`config.mk`:
```
export PLATFORM = sky130hd
export DESIGN_NAME = fixed_to_float_arbiter
export DESIGN_NICKNAME = d
export VERILOG_FILES = /design/src/rtl/fxfl_pkg.sv /design/src/rtl/fixed_to_float_norm.sv /design/src/rtl/fixed_to_float_arbiter.sv
export SDC_FILE = /design/constraint.sdc
export NUM_CORES = 1
export LEC_CHECK = 0
export BUFFER_PORTS_ARGS = -buffer_cell sky130_fd_sc_hd__buf_4
export CORE_UTILIZATION = 40
export CTS_BUF_LIST = sky130_fd_sc_hd__clkbuf_4 sky130_fd_sc_hd__clkbuf_8 sky130_fd_sc_hd__clkbuf_16
export DETAILED_ROUTE_END_ITERATION = 10
export PLACE_DENSITY = 0.66
export SYNTH_ARGS = -nofsm -noshare
export SYNTH_HDL_FRONTEND = slang
export SYNTH_SLANG_ARGS = --single-unit
```
`constraint.sdc`:
```
create_clock -name clk -period 6.1 [get_ports clk]
set_input_delay 0.61 -clock clk [delete_from_list [all_inputs] [get_ports clk]]
set_output_delay 0.61 -clock clk [all_outputs]
set_load 0.02 [all_outputs]
```
`src/rtl/fxfl_pkg.sv`:
```
// Shared widths and FSM state encoding for the fixed-to-float converter slice.
package fxfl_pkg;

    localparam int FIXED_W  = 22;
    localparam int FRAC_W   = 20;
    localparam int FLOAT_W  = 32;
    localparam int EXP_BIAS = 127;
    localparam int MANT_W   = 23;

    typedef enum logic [1:0] {
        IDLE,
        CONV,
        HOLD
    } state_t;

endpackage

```
`src/rtl/fixed_to_float_norm.sv`:
```
// Combinational normalizer: 22-bit sign-magnitude fixed point (1.20) to IEEE-754 single.
module fixed_to_float_norm
    import fxfl_pkg::*;
(
    input  logic [FIXED_W-1:0] fixed_in,
    output logic [FLOAT_W-1:0] float_out
);

    logic [FRAC_W:0]  mag;
    logic [4:0]       lead;
    logic [MANT_W:0]  aligned;
    logic [7:0]       exponent;

    assign mag = fixed_in[FRAC_W:0];

    always_comb begin
        lead = '0;
        for (int i = 0; i <= FRAC_W; i++) begin
            if (mag[i]) begin
                lead = 5'(i);
            end
        end
    end

    // Shift the leading one up to bit MANT_W; the hidden bit then drops out of the mantissa field.
    assign aligned  = {3'b000, mag} << (5'(MANT_W) - lead);
    assign exponent = 8'(EXP_BIAS - FRAC_W) + {3'b000, lead};

    // A zero magnitude maps to +0 regardless of the sign bit.
    assign float_out = (mag == '0) ? '0
                                   : {fixed_in[FIXED_W-1], exponent, aligned[MANT_W-1:0]};

endmodule

```
`src/rtl/fixed_to_float_arbiter.sv`:
```
// Round-robin arbiter sharing one fixed-to-float normalizer among N_REQ requesters.
module fixed_to_float_arbiter
    import fxfl_pkg::*;
#(
    parameter int N_REQ = 4,
    parameter int TAG_W = 2
) (
    input  logic                     clk,
    input  logic                     rst_n,
    input  logic [N_REQ-1:0]         req_valid,
    input  logic [FIXED_W*N_REQ-1:0] req_data,
    output logic [N_REQ-1:0]         req_ready,
    output logic                     out_valid,
    input  logic                     out_ready,
    output logic [FLOAT_W-1:0]       out_result,
    output logic [TAG_W-1:0]         out_tag,
    output logic                     busy
);

    state_t              state;
    state_t              state_next;
    logic [TAG_W-1:0]    rr_ptr;
    logic [TAG_W-1:0]    rr_next;
    logic [TAG_W-1:0]    grant;
    logic [TAG_W-1:0]    tag_q;
    logic [TAG_W:0]      cand_sum;
    logic [TAG_W-1:0]    cand;
    logic [FIXED_W-1:0]  operand_q;
    logic [FLOAT_W-1:0]  norm_result;
    logic                accept;

    // Scan from the farthest candidate back to rr_ptr so the nearest valid requester wins.
    always_comb begin
        grant    = '0;
        cand_sum = '0;
        cand     = '0;
        for (int k = N_REQ - 1; k >= 0; k--) begin
            cand_sum = {1'b0, rr_ptr} + (TAG_W+1)'(k);
            if (cand_sum >= (TAG_W+1)'(N_REQ)) begin
                cand_sum = cand_sum - (TAG_W+1)'(N_REQ);
            end
            cand = cand_sum[TAG_W-1:0];
            if (req_valid[cand]) begin
                grant = cand;
            end
        end
    end

    assign req_ready = (rst_n && (state == IDLE) && (|req_valid))
                     ? ({{(N_REQ-1){1'b0}}, 1'b1} << grant)
                     : '0;
    assign accept    = |(req_valid & req_ready);
    assign rr_next   = (grant == TAG_W'(N_REQ - 1)) ? '0 : grant + TAG_W'(1);
    assign out_valid = (state == HOLD);
    assign busy      = (state != IDLE);

    always_comb begin
        state_next = state;
        case (state)
            IDLE:    if (accept)    state_next = CONV;
            CONV:                   state_next = HOLD;
            HOLD:    if (out_ready) state_next = IDLE;
            default:                state_next = IDLE;
        endcase
    end

    fixed_to_float_norm u_norm (
        .fixed_in  (operand_q),
        .float_out (norm_result)
    );

    always_ff @(posedge clk or negedge rst_n) begin
        if (!rst_n) begin
            state      <= IDLE;
            rr_ptr     <= '0;
            operand_q  <= '0;
            tag_q      <= '0;
            out_result <= '0;
            out_tag    <= '0;
        end else begin
            state <= state_next;
            if (accept) begin
                operand_q <= req_data[grant*FIXED_W +: FIXED_W];
                tag_q     <= grant;
                rr_ptr    <= rr_next;
            end
            if (state == CONV) begin
                out_result <= norm_result;
                out_tag    <= tag_q;
            end
        end
    end

endmodule

```
Yosys cells after proc, flatten, opt, wreduce, memory -nomap -nowiden
Index checks and enable logic that the tools add are counted.
{ "word_totals": {"register_bits": 62, "latch_bits": 0, "ramBits": 0, "rom_bits": 0, "in_bits": 95, "word_cells": 84, "n_memories": 0} }
{ "op_classes": {"addsub": 10, "mul": 1, "n_div": 0, "n_lt_le_gt_ge": 8, "eq_ne": 5, "shifts": 3, "muxes": 42, "bitwise_logic": 1, "n_reduce_logical": 8} }
{ "ops": {"columns": ["op", "n"], "rows": [
  ["88-bit by 8-bit indexed part select with 22-bit output", 1],
  ["4-bit 2-to-1 mux", 9],
  ["32-bit 2-to-1 mux", 1],
  ["2-bit 2-to-1 mux", 13],
  ["5-bit 2-to-1 mux", 5],
  ["21-bit by 5-bit left shift with 23-bit output", 1],
  ["21-bit logical NOT", 1],
  ["2-bit by 3-bit less-than comparator with 1-bit output, second input constant", 4],
  ["3-bit 2-to-1 mux", 4],
  ["3-bit greater-or-equal comparator, second input constant", 3],
  ["7-bit by 5-bit adder with 8-bit output, first input constant", 1],
  ["1-bit binary-select mux with 2-bit select", 4],
  ["4-bit OR reduction", 2],
  ["2-bit by 1-bit subtractor with 2-bit output, second input constant", 4],
  ["2-bit by 2-bit adder with 3-bit output, second input constant", 2],
  ["2-bit by 4-bit multiplier with 6-bit output, second input constant", 1],
  ["2-bit case mux with 3 select lines", 1],
  ["1-bit 2-to-1 mux", 5],
  ["5-bit subtractor, first input constant", 1],
  ["4-bit bitwise AND", 1],
  ["2-bit equality test, second input constant", 2],
  ["1-bit by 2-bit left shift with 4-bit output, first input constant", 1],
  ["2-bit by 1-bit adder with 3-bit output, second input constant", 1],
  ["2-bit by 3-bit greater-or-equal comparator with 1-bit output, second input constant", 1],
  ["8 further kinds", 9]
]} }

Longest topological paths before layout
Gate-level depths: netlist of run 1.
{ "depth": {"word_depth": 23, "mapped_depth": 15, "mapped_depth_nobuf": 12} }

Cells and area by module
Synthesis of run 1 repeated with hierarchy kept, for this count alone.
{ "unflattened": {"cells_unflattened": 475, "hier_area_um2": 4680.7} }
{ "modules_own_cells": {"columns": ["mod", "instances", "cells_each", "area_each_um2"], "rows": [
  ["fixed_to_float_arbiter", 1, 236, 3138.0],
  ["fixed_to_float_norm", 1, 239, 1542.7]
]} }

Worst setup path after synthesis of run 1
No wires, ideal clock.
{ "synth_timing": {"kind": "input to register", "start": "input req_valid[0]", "end": "register operand_q[17]", "setup_time_ns": 0.131, "t_arrival_ns": 2.866, "required_time_ns": 5.969, "slack_ns": 3.104, "cell_stages": 15, "n_path_buf": 3, "path_cell_list": "nor2b_1 a21oi_1 o22ai_1 a21oi_1 clkbuf_1 buf_1 inv_1 ha_1 a22oi_1 nand2_1 nand2_1 clkinv_1 clkbuf_1 o211ai_1 o21ai_0"} }
{ "synth_between": {"elab_chain_cells": 10, "elab_cells_between_ends": 20, "cone_classes": "mul: 1; shift: 2; mux: 13; bitwise: 1; reduce/logical: 3"} }
{ "synth_lines": {"columns": ["element", "line", "text"], "rows": [
  ["from (decl)", "fixed_to_float_arbiter.sv:10", "input logic [N_REQ-1:0] req_valid,"],
  ["branches (longest 10 deep; another with 2-bit by 4-bit multiplier with 6-bit output)", null, null],
  ["to (signal assigned)", "fixed_to_float_arbiter.sv:83", "operand_q <= req_data[grant*FIXED_W +: FIXED_W];"],
  ["to (decl)", "fixed_to_float_arbiter.sv:28", "logic [FIXED_W-1:0] operand_q;"]
]} }
Several ways; the timed one is not identified. The select of a mux whose other input is x is not followed.
A chain may end at the register's enable or synchronous reset.

Worst setup path after layout of run 1
{ "layout_timing": {"start": "input req_valid[0]", "end": "register operand_q[11]"} }
Same word-level chain as after synthesis.

==> results of run 1 <==
-- registers in the layout, indices dropped and copies added (netlist names) --
signal	flops
out_result	32
tag_q	2
out_tag	2
state	2
operand_q	22
rr_ptr	2
-- path summary, 6_finish.rpt --
| path | endpoint | slack, ns | startpoint |
|---|---|---|---|
| worst max register to register | operand_q[11] | 2.04 | rr_ptr[0] |
| worst min register to register | out_result[5] | 0.48 | out_result[5] |
| worst max-delay path | operand_q[11] | 1.97 | req_valid[0] |
| max in group asynchronous | out_result[31] | 5.24 | rst_n |
| worst min-delay path | out_result[28] | 0.36 | rst_n |
| min in group clk | state[1] | 0.46 | out_ready |
-- metal layers --
layer	GRT usage [%]	up-vias	routed length (um)
met5	0	-	0
met4	9.69	0	504
met3	4.12	41	1130
met2	37.6	257	6440
met1	35.0	2401	6970
li1	-	2541	-
-- layout make-up --
type                    count  share of cell area, %
clock buffers              12                   4.30
clock inverters             3                   1.12
inverters                  21                   1.30
multi-input cells         516                   47.7
flip-flops and latches     62                   25.6
well taps                 143                   2.96
repair buffers            137                   17.0
-- Yosys cell counts, types with 7 or more instances --
library cell and n:
buf_1 10, o211ai_1 17, a21oi_1 29, ha_1 7, nor2_1 26, a211oi_1 14
mux2i_1 8, inv_1 18, o21ai_0 71, a31oi_1 7, nand2_1 175, dfrtp_1 62
clkbuf_1 35, and2_1 7, nor3_1 8, a22oi_1 7, nand3_1 34
-- logic make-up after synthesis --
group           Yosys count
simple gates            284
compound gates          213
buf+inv                  73
flops                    62
mux                      10
fa+ha+maj                 7
xor+xnor                  2
-- cells in the final DEF, fill, tap and decap left out, types with 3 or more instances in the layout --
master     netlist  layout
dfrtp_1         62      62
mux2i_1          8       8
o31ai_1          3       3
a211o_1          3       3
a2111oi_0        4       4
clkbuf_16        0       9
o21ai_0         71      71
ha_1             7       7
a22oi_1          7       7
o221ai_1         5       5
nor4_1           6       6
a32oi_1          4       4
nor3_1           8       8
a21oi_1         29      28
a311oi_1         5       5
nand4_1          4       4
o22ai_1          3       3
a22o_1           5       5
a21o_1           3       3
o21a_1           5       5
or4_1            3       3
nand2_1        175     175
nand2b_1         6       6
o32ai_1          3       3
o211ai_1        17      17
and2_1           7       7
a32o_1           3       3
nor2_1          26      26
a211oi_1        14      14
or2_2            3       3
a31oi_1          7       7
nand3_1         34      34
buf_4            2     137
inv_1           18      18
-- power by group through the flow --
stage                     Clock (mW)  Sequential (mW)  Combinational [mW]
after floorplan                    0            0.797                1.65
after global placement             0            0.825                2.27
after detailed placement           0            0.833                2.28
after CTS                      0.566            0.826                2.29
after global routing           0.587            0.861                2.57
final                          0.561            0.831                2.33
==> metrics.md, run 1 <==
| Metric | Value |
|---|---|
| EDFF count, synth | `0` |
| Post-placement cell area | `5730 um2` |
| Status | `finished, final reports clean` |
| CP dominant cell by count | `nand2_1` |
| Number of global-route vias before repair | `4901` |
| Top cells by area, synth | `dfrtp_1, nand2_1, o21ai_0` |
| Register area | `1550 um2` |
| Residual DRC | `0` |
| Max frequency | `0.242 GHz` |
| Antenna violations before repair | `0` |
| Routed WL per cell | `16.8 um` |
| Vias | `5240` |
| Register share of total power | `22.3%` |
| Net count reported at finish | `849` |
| Synth Flop Type | `dfrtp_1` |
| CTS Buf Count | `9` |
| Clock latency on the worst-skew pair | `0.33 ns` |
| CTS Hold Bufs | `0` |
| Clock transition at path regs | `0.05 ns` |
| Syn_area_per_cell | `7.24 um2` |
| DR pass1 iterations | `7` |
| First-pass GRT wire length | `24900 um` |
| Drt total wl | `15000 um` |
| Max VDD drop | `0.000275 V` |
| Yosys top cell area share | `32.9%` |
| Synth Area in Compound Gates | `30.3%` |
| Die width | `111 um` |
| Worst slew pin tran | `1.25 ns` |
| Largest family of logic cells by synthesized area | `compound AO/OA/AOI/OAI gates` |
| Synth async-reset ratio | `100%` |
| Filler cells | `1073` |
| P&R area growth vs syn | `28.4%` |
| Pre-CTS setup slack | `1.54 ns` |
| Synth Area in Adders | `1.86%` |
| Die H | `111 um` |
| Ports | `135` |
| Setup bufs post-CTS | `0` |
| Largest net degree at the start of global routing | `64` |
| NetSw | `1.93 mW` |
| RePlAce Congestion | `0.900` |
| CP Launch Type | `input pin` |
| Clock Skew | `0.00762 ns` |
| Total power | `3.72 mW` |
| CP max stage cell | `a21oi_4` |
| Switching Fraction | `51.9%` |
| Full die area | `12200 um2` |
| Fin Setup TNS | `0 ns` |
| Cell area after layout | `6050 um2` |
| Total gr overflow | `0` |
| Post-Syn Nets | `753` |
| Final Cycle Share | `67.8%` |
| Synthesized flop and latch total | `62` |
| Finished Layout Cells | `894` |
| Placed cells | `879` |
| CTS tree | `built` |
| H-tree depth | `3` |
| Clock sink total | `62` |
| Worst path max stage delay | `0.76 ns` |
| Clk root buf | `clkbuf_16` |
| Cell count after synthesis | `651` |
| Pleak | `2.83 nW` |
| R2R cell count | `12` |
| Synth cell types | `65` |
| Pins over their slew limit | `0` |
| Post-Synth Simple-Gate Area | `26.3%` |
| Arrival time worst endpoint | `4.33 ns` |
| Power share of the combinational group | `62.6%` |
| Int Power | `1.79 mW` |
| Post-route ant nets | `0` |
| Max Cap Violations | `0` |
| Post-layout min period | `4.13 ns` |
| Post-cts sizing count | `0` |
| CTS Buffer Depth | `2` |
| CP bufs+invs | `3` |
| Post-Syn Area | `4720 um2` |
| Kind of critical path | `in -> reg` |
| Slew headroom | `16.6%` |
| Xor and xnor fraction of the mapped netlist area | `0.371%` |
| Final worst slack | `1.97 ns` |
| Yosys warning count | `0` |
| Worst-path cell chain | `buf_4 > nor2b_1 > a21oi_1 > o22ai_1 > a21oi_4 > inv_1 > ha_1 > a22oi_1 > nand2_1 > nand2_1 > clkinv_1 > o211ai_1 > o21ai_0` |
| # diodes | `0` |
| WP depth | `13` |
| Total track usage | `24.8%` |
| Cell row count | `39` |
| Power Dens Cells | `614 nW/um2` |
| CP required | `6.30 ns` |
| DP Wirelength | `11300 um` |
| Multi-input gate area | `2890 um2` |
| Layout cells sized above 1 | `22.6%` |
| Core area | `11500 um2` |
| HP Class | `in -> async` |
| Min Hold Slack | `0.359 ns` |
| Mux cell area share after synthesis | `2.18%` |
| RSZ-0062 raised after global routing | `no` |
| Final Util | `52.8%` |
| Register area share after synthesis | `32.9%` |
| Drt via density | `5.86` |
| Largest area contributor in the synthesized netlist | `dfrtp_1` |
| CP delay by family, top | `compound AO/OA/AOI/OAI gates` |
| Starting Density | `41.1%` |
| First DRT Iteration DRCs | `500` |
| Power share of the clock group | `15.1%` |
| Maximum fanout along the worst path | `48` |
| Port Buffer Count | `134` |
| Final number of setup-violating endpoints | `0` |
| Final Hold Fails | `0` |
| Crit. End Element | `flip-flop` |
Note: power is estimated with default switching activity, not from simulation.
==> inputs of run 2 (changes only) <==
- ABC_AREA: not set -> 1
- PLACE_DENSITY: 0.66 -> 0.69
- clock period: 6.1 -> 3.75 ns (I/O delays scaled with it)
==> metrics.md, run 2 <==
| Metric | Value |
|---|---|
| Post-layout min period | `3.27 ns` |
| # diodes | `0` |
| Synth async-reset ratio | `100%` |
| Post-Syn Area | `4420 um2` |
| Yosys warning count | `0` |
| Number of global-route vias before repair | `4835` |
| Reg2Reg Setup Slack | `0.48 ns` |
| Synth Flop Type | `dfrtp_1` |
| Synthesized flop and latch total | `62` |
| Maximum fanout along the worst path | `19` |
| Kind of critical path | `reg -> reg` |
| Commonest non-fill, non-tap cell in the layout | `nand2_1` |
| Cell area after layout | `5710 um2` |
| Cell row count | `38` |
| RePlAce Congestion | `0.948` |
| Clock transition at path regs | `0.09 ns` |
| Final Hold Fails | `0` |
| Clock latency on the worst-skew pair | `0.34 ns` |
| Power Dens Cells | `1050 nW/um2` |
| Drt total wl | `14600 um` |
| Full die area | `11500 um2` |
| Layout cells sized above 1 | `22.1%` |
| CTS Hold Bufs | `0` |
| DR pass1 iterations | `8` |
| Failing checks | `design-rule violations` |
| Slew headroom | `47.7%` |
| Reg2reg start | `rr_ptr[0]` |
| Final Cycle Share | `87.2%` |
| R2r endpoint | `operand_q[19]` |
| Syn_area_per_cell | `6.62 um2` |
| Top reg by flops | `out_result` |
| Die H | `107 um` |
| Drt via density | `5.30` |
| CTS Buf Count | `9` |
| Total gr overflow | `0` |
| Worst slew pin tran | `0.785 ns` |
| CP Launch Type | `flip-flop` |
| Register area share after synthesis | `35.1%` |
| Post-route ant nets | `0` |
| First-pass GRT wire length | `24100 um` |
| Pleak | `2.90 nW` |
| Post-Syn Nets | `770` |
| Cell count after synthesis | `668` |
| Net count reported at finish | `890` |
| HP Class | `in -> reg` |
| Commonest non-fill, non-tap cells in the layout | `nand2_1, buf_4, nor2_1` |
| Final number of setup-violating endpoints | `0` |
| First DRT Iteration DRCs | `296` |
| Total track usage | `26.7%` |
| Die width | `107 um` |
| Core area | `10800 um2` |
| Synth cell types | `38` |
| Most frequent cells after synthesis | `nand2_1, nor2_1, nand3_1` |
| Crit. End Element | `flip-flop` |
| Pins over their slew limit | `0` |
| Status | `complete, but fails checks` |
| Clock Skew | `0.0190 ns` |
| R2R cell count | `17` |
| Ports | `135` |
| Filler cells | `1089` |
| CTS Buffer Depth | `2` |
| Vias | `4949` |
| RSZ-0062 raised after global routing | `no` |
| Residual DRC | `1` |
| Pre-CTS setup slack | `0.307 ns` |
| DP Wirelength | `11500 um` |
| Largest area contributor in the synthesized netlist | `dfrtp_1` |
| Most frequent cell after synthesis | `nand2_1` |
| H-tree depth | `3` |
| Port Buffer Count | `134` |
| Arrival time worst endpoint | `3.53 ns` |
| Worst hold path startpoint | `out_ready` |
| Yosys top cell area share | `35.1%` |
| Final worst slack | `0.480 ns` |
| Clock sink total | `62` |
| Largest net degree at the start of global routing | `63` |
| Register area | `1550 um2` |
| Endpoint, Worst Hold | `state[1]` |
| Final Util | `52.9%` |
| Multi-input gate area | `2500 um2` |
| P&R area growth vs syn | `29.3%` |
| Biggest regs | `out_result x32, operand_q x22` |
| Max VDD drop | `0.000515 V` |
| Top cells by area, synth | `dfrtp_1, nand2_1, nand3_1` |
| Antenna violations before repair | `0` |
| Starting Density | `41.0%` |
| CTS tree | `built` |
| Fin Setup TNS | `0 ns` |
| Hold depth | `2` |
| EDFF count, synth | `0` |
| Routed WL per cell | `15.6 um` |
| CP required | `4.01 ns` |
| Max reg flops | `32` |
| Post-placement cell area | `5510 um2` |
| Max Cap Violations | `0` |
| Clk root buf | `clkbuf_8` |
| Max frequency | `0.306 GHz` |
## run 2: cell count changes after synthesis, moves of 12 or more
| cell | previous run | this run |
|---|---|---|
| a211oi_1 | 14 | 2 |
| a21oi_1 | 29 | 5 |
| buf_2 | 4 | 16 |
| clkbuf_1 | 35 | 16 |
| inv_1 | 18 | 47 |
| nand2_1 | 175 | 149 |
| nand3_1 | 34 | 99 |
| nor2_1 | 26 | 105 |
## run 2: final cells by class
cell class / instances / area share, %
timing repair buffer: 146 / 19.2
clock inverter: 7 / 1.29
multi-input combinational: 517 / 43.7
sequential: 62 / 27.2
inverter: 52 / 3.42
tap: 140 / 3.07
clock buffer: 9 / 2.17
## run 2: layer usage
| metal | part of all wire, % | vias up | track usage (%) | routed length (um) |
|---|---|---|---|---|
| met3 | 6.6 | 12 | 6.32 | 959 |
| met5 | 0 | - | 0 | 0 |
| met4 | 1.3 | 0 | 6.56 | 187 |
| li1 | - | 2487 | - | - |
| met1 | 46 | 2265 | 35.5 | 6700 |
| met2 | 46 | 185 | 43.7 | 6750 |
## run 2: worst max-delay path by stage
stage | start | to | slack [ns] | depth (start not counted)
final | rr_ptr[0] | operand_q[19] | 0.48 | 17
after global routing | rr_ptr[0] | operand_q[8] | 0.1 | 17
after CTS | rr_ptr[0] | operand_q[19] | 0.30 | 17
after detailed placement | req_valid[2] | operand_q[13] | 0.31 | 17
after global placement | req_valid[2] | operand_q[21] | 0.43 | 17
after floorplan | rr_ptr[0] | operand_q[13] | 0.46 | 20
## run 2: cells by family after synthesis
logic type | after synthesis | synth area share [%]
flip-flops | 62 | 35.1
AO/OA/AOI/OAI | 122 | 16.4
adder cells (fa/ha/maj) | 7 | 1.98
buffers and inverters | 89 | 8.44
XOR/XNOR | 3 | 0.595
AND/OR/NAND/NOR | 385 | 37.5
## run 2: critical path: stages (launching register included)
cell and delay (ns):
dfrtp_1 0.45, inv_1 0.15, nor2_1 0.06, a211oi_1 0.23, inv_1 0.11, a31oi_1 0.20, or2_1 0.12, nand2_1 0.19
inv_2 0.31, ha_1 0.19, inv_1 0.04, nor2_1 0.16, nand2_1 0.07, nand4_1 0.13, inv_2 0.06, nor2_2 0.36
o21ai_0 0.16, o221ai_1 0.20
## run 2: stage by stage
step / power [mW] / hold WS [ns] / instances
floorplan: 4.21 / 0.0794 / 668
global placement: 5.32 / 0.464 / 917
detailed placement: 5.37 / 0.472 / 917
CTS: 5.98 / 0.214 / 933
global route: 6.64 / 0.197 / 933
finish: 5.99 / 0.228 / 933
## run 2: power breakdown
group / switching, mW / internal (mW) / total, mW
logic: 2.68 / 1.44 / 4.11
clock network: 0.283 / 0.309 / 0.592
registers: 0.285 / 0.999 / 1.28
## run 2: what timing repair did
action                                  in CTS  in global routing
setup buffers                                0                  0
endpoints found under the setup margin       0                 11
resized for setup                            0                  1
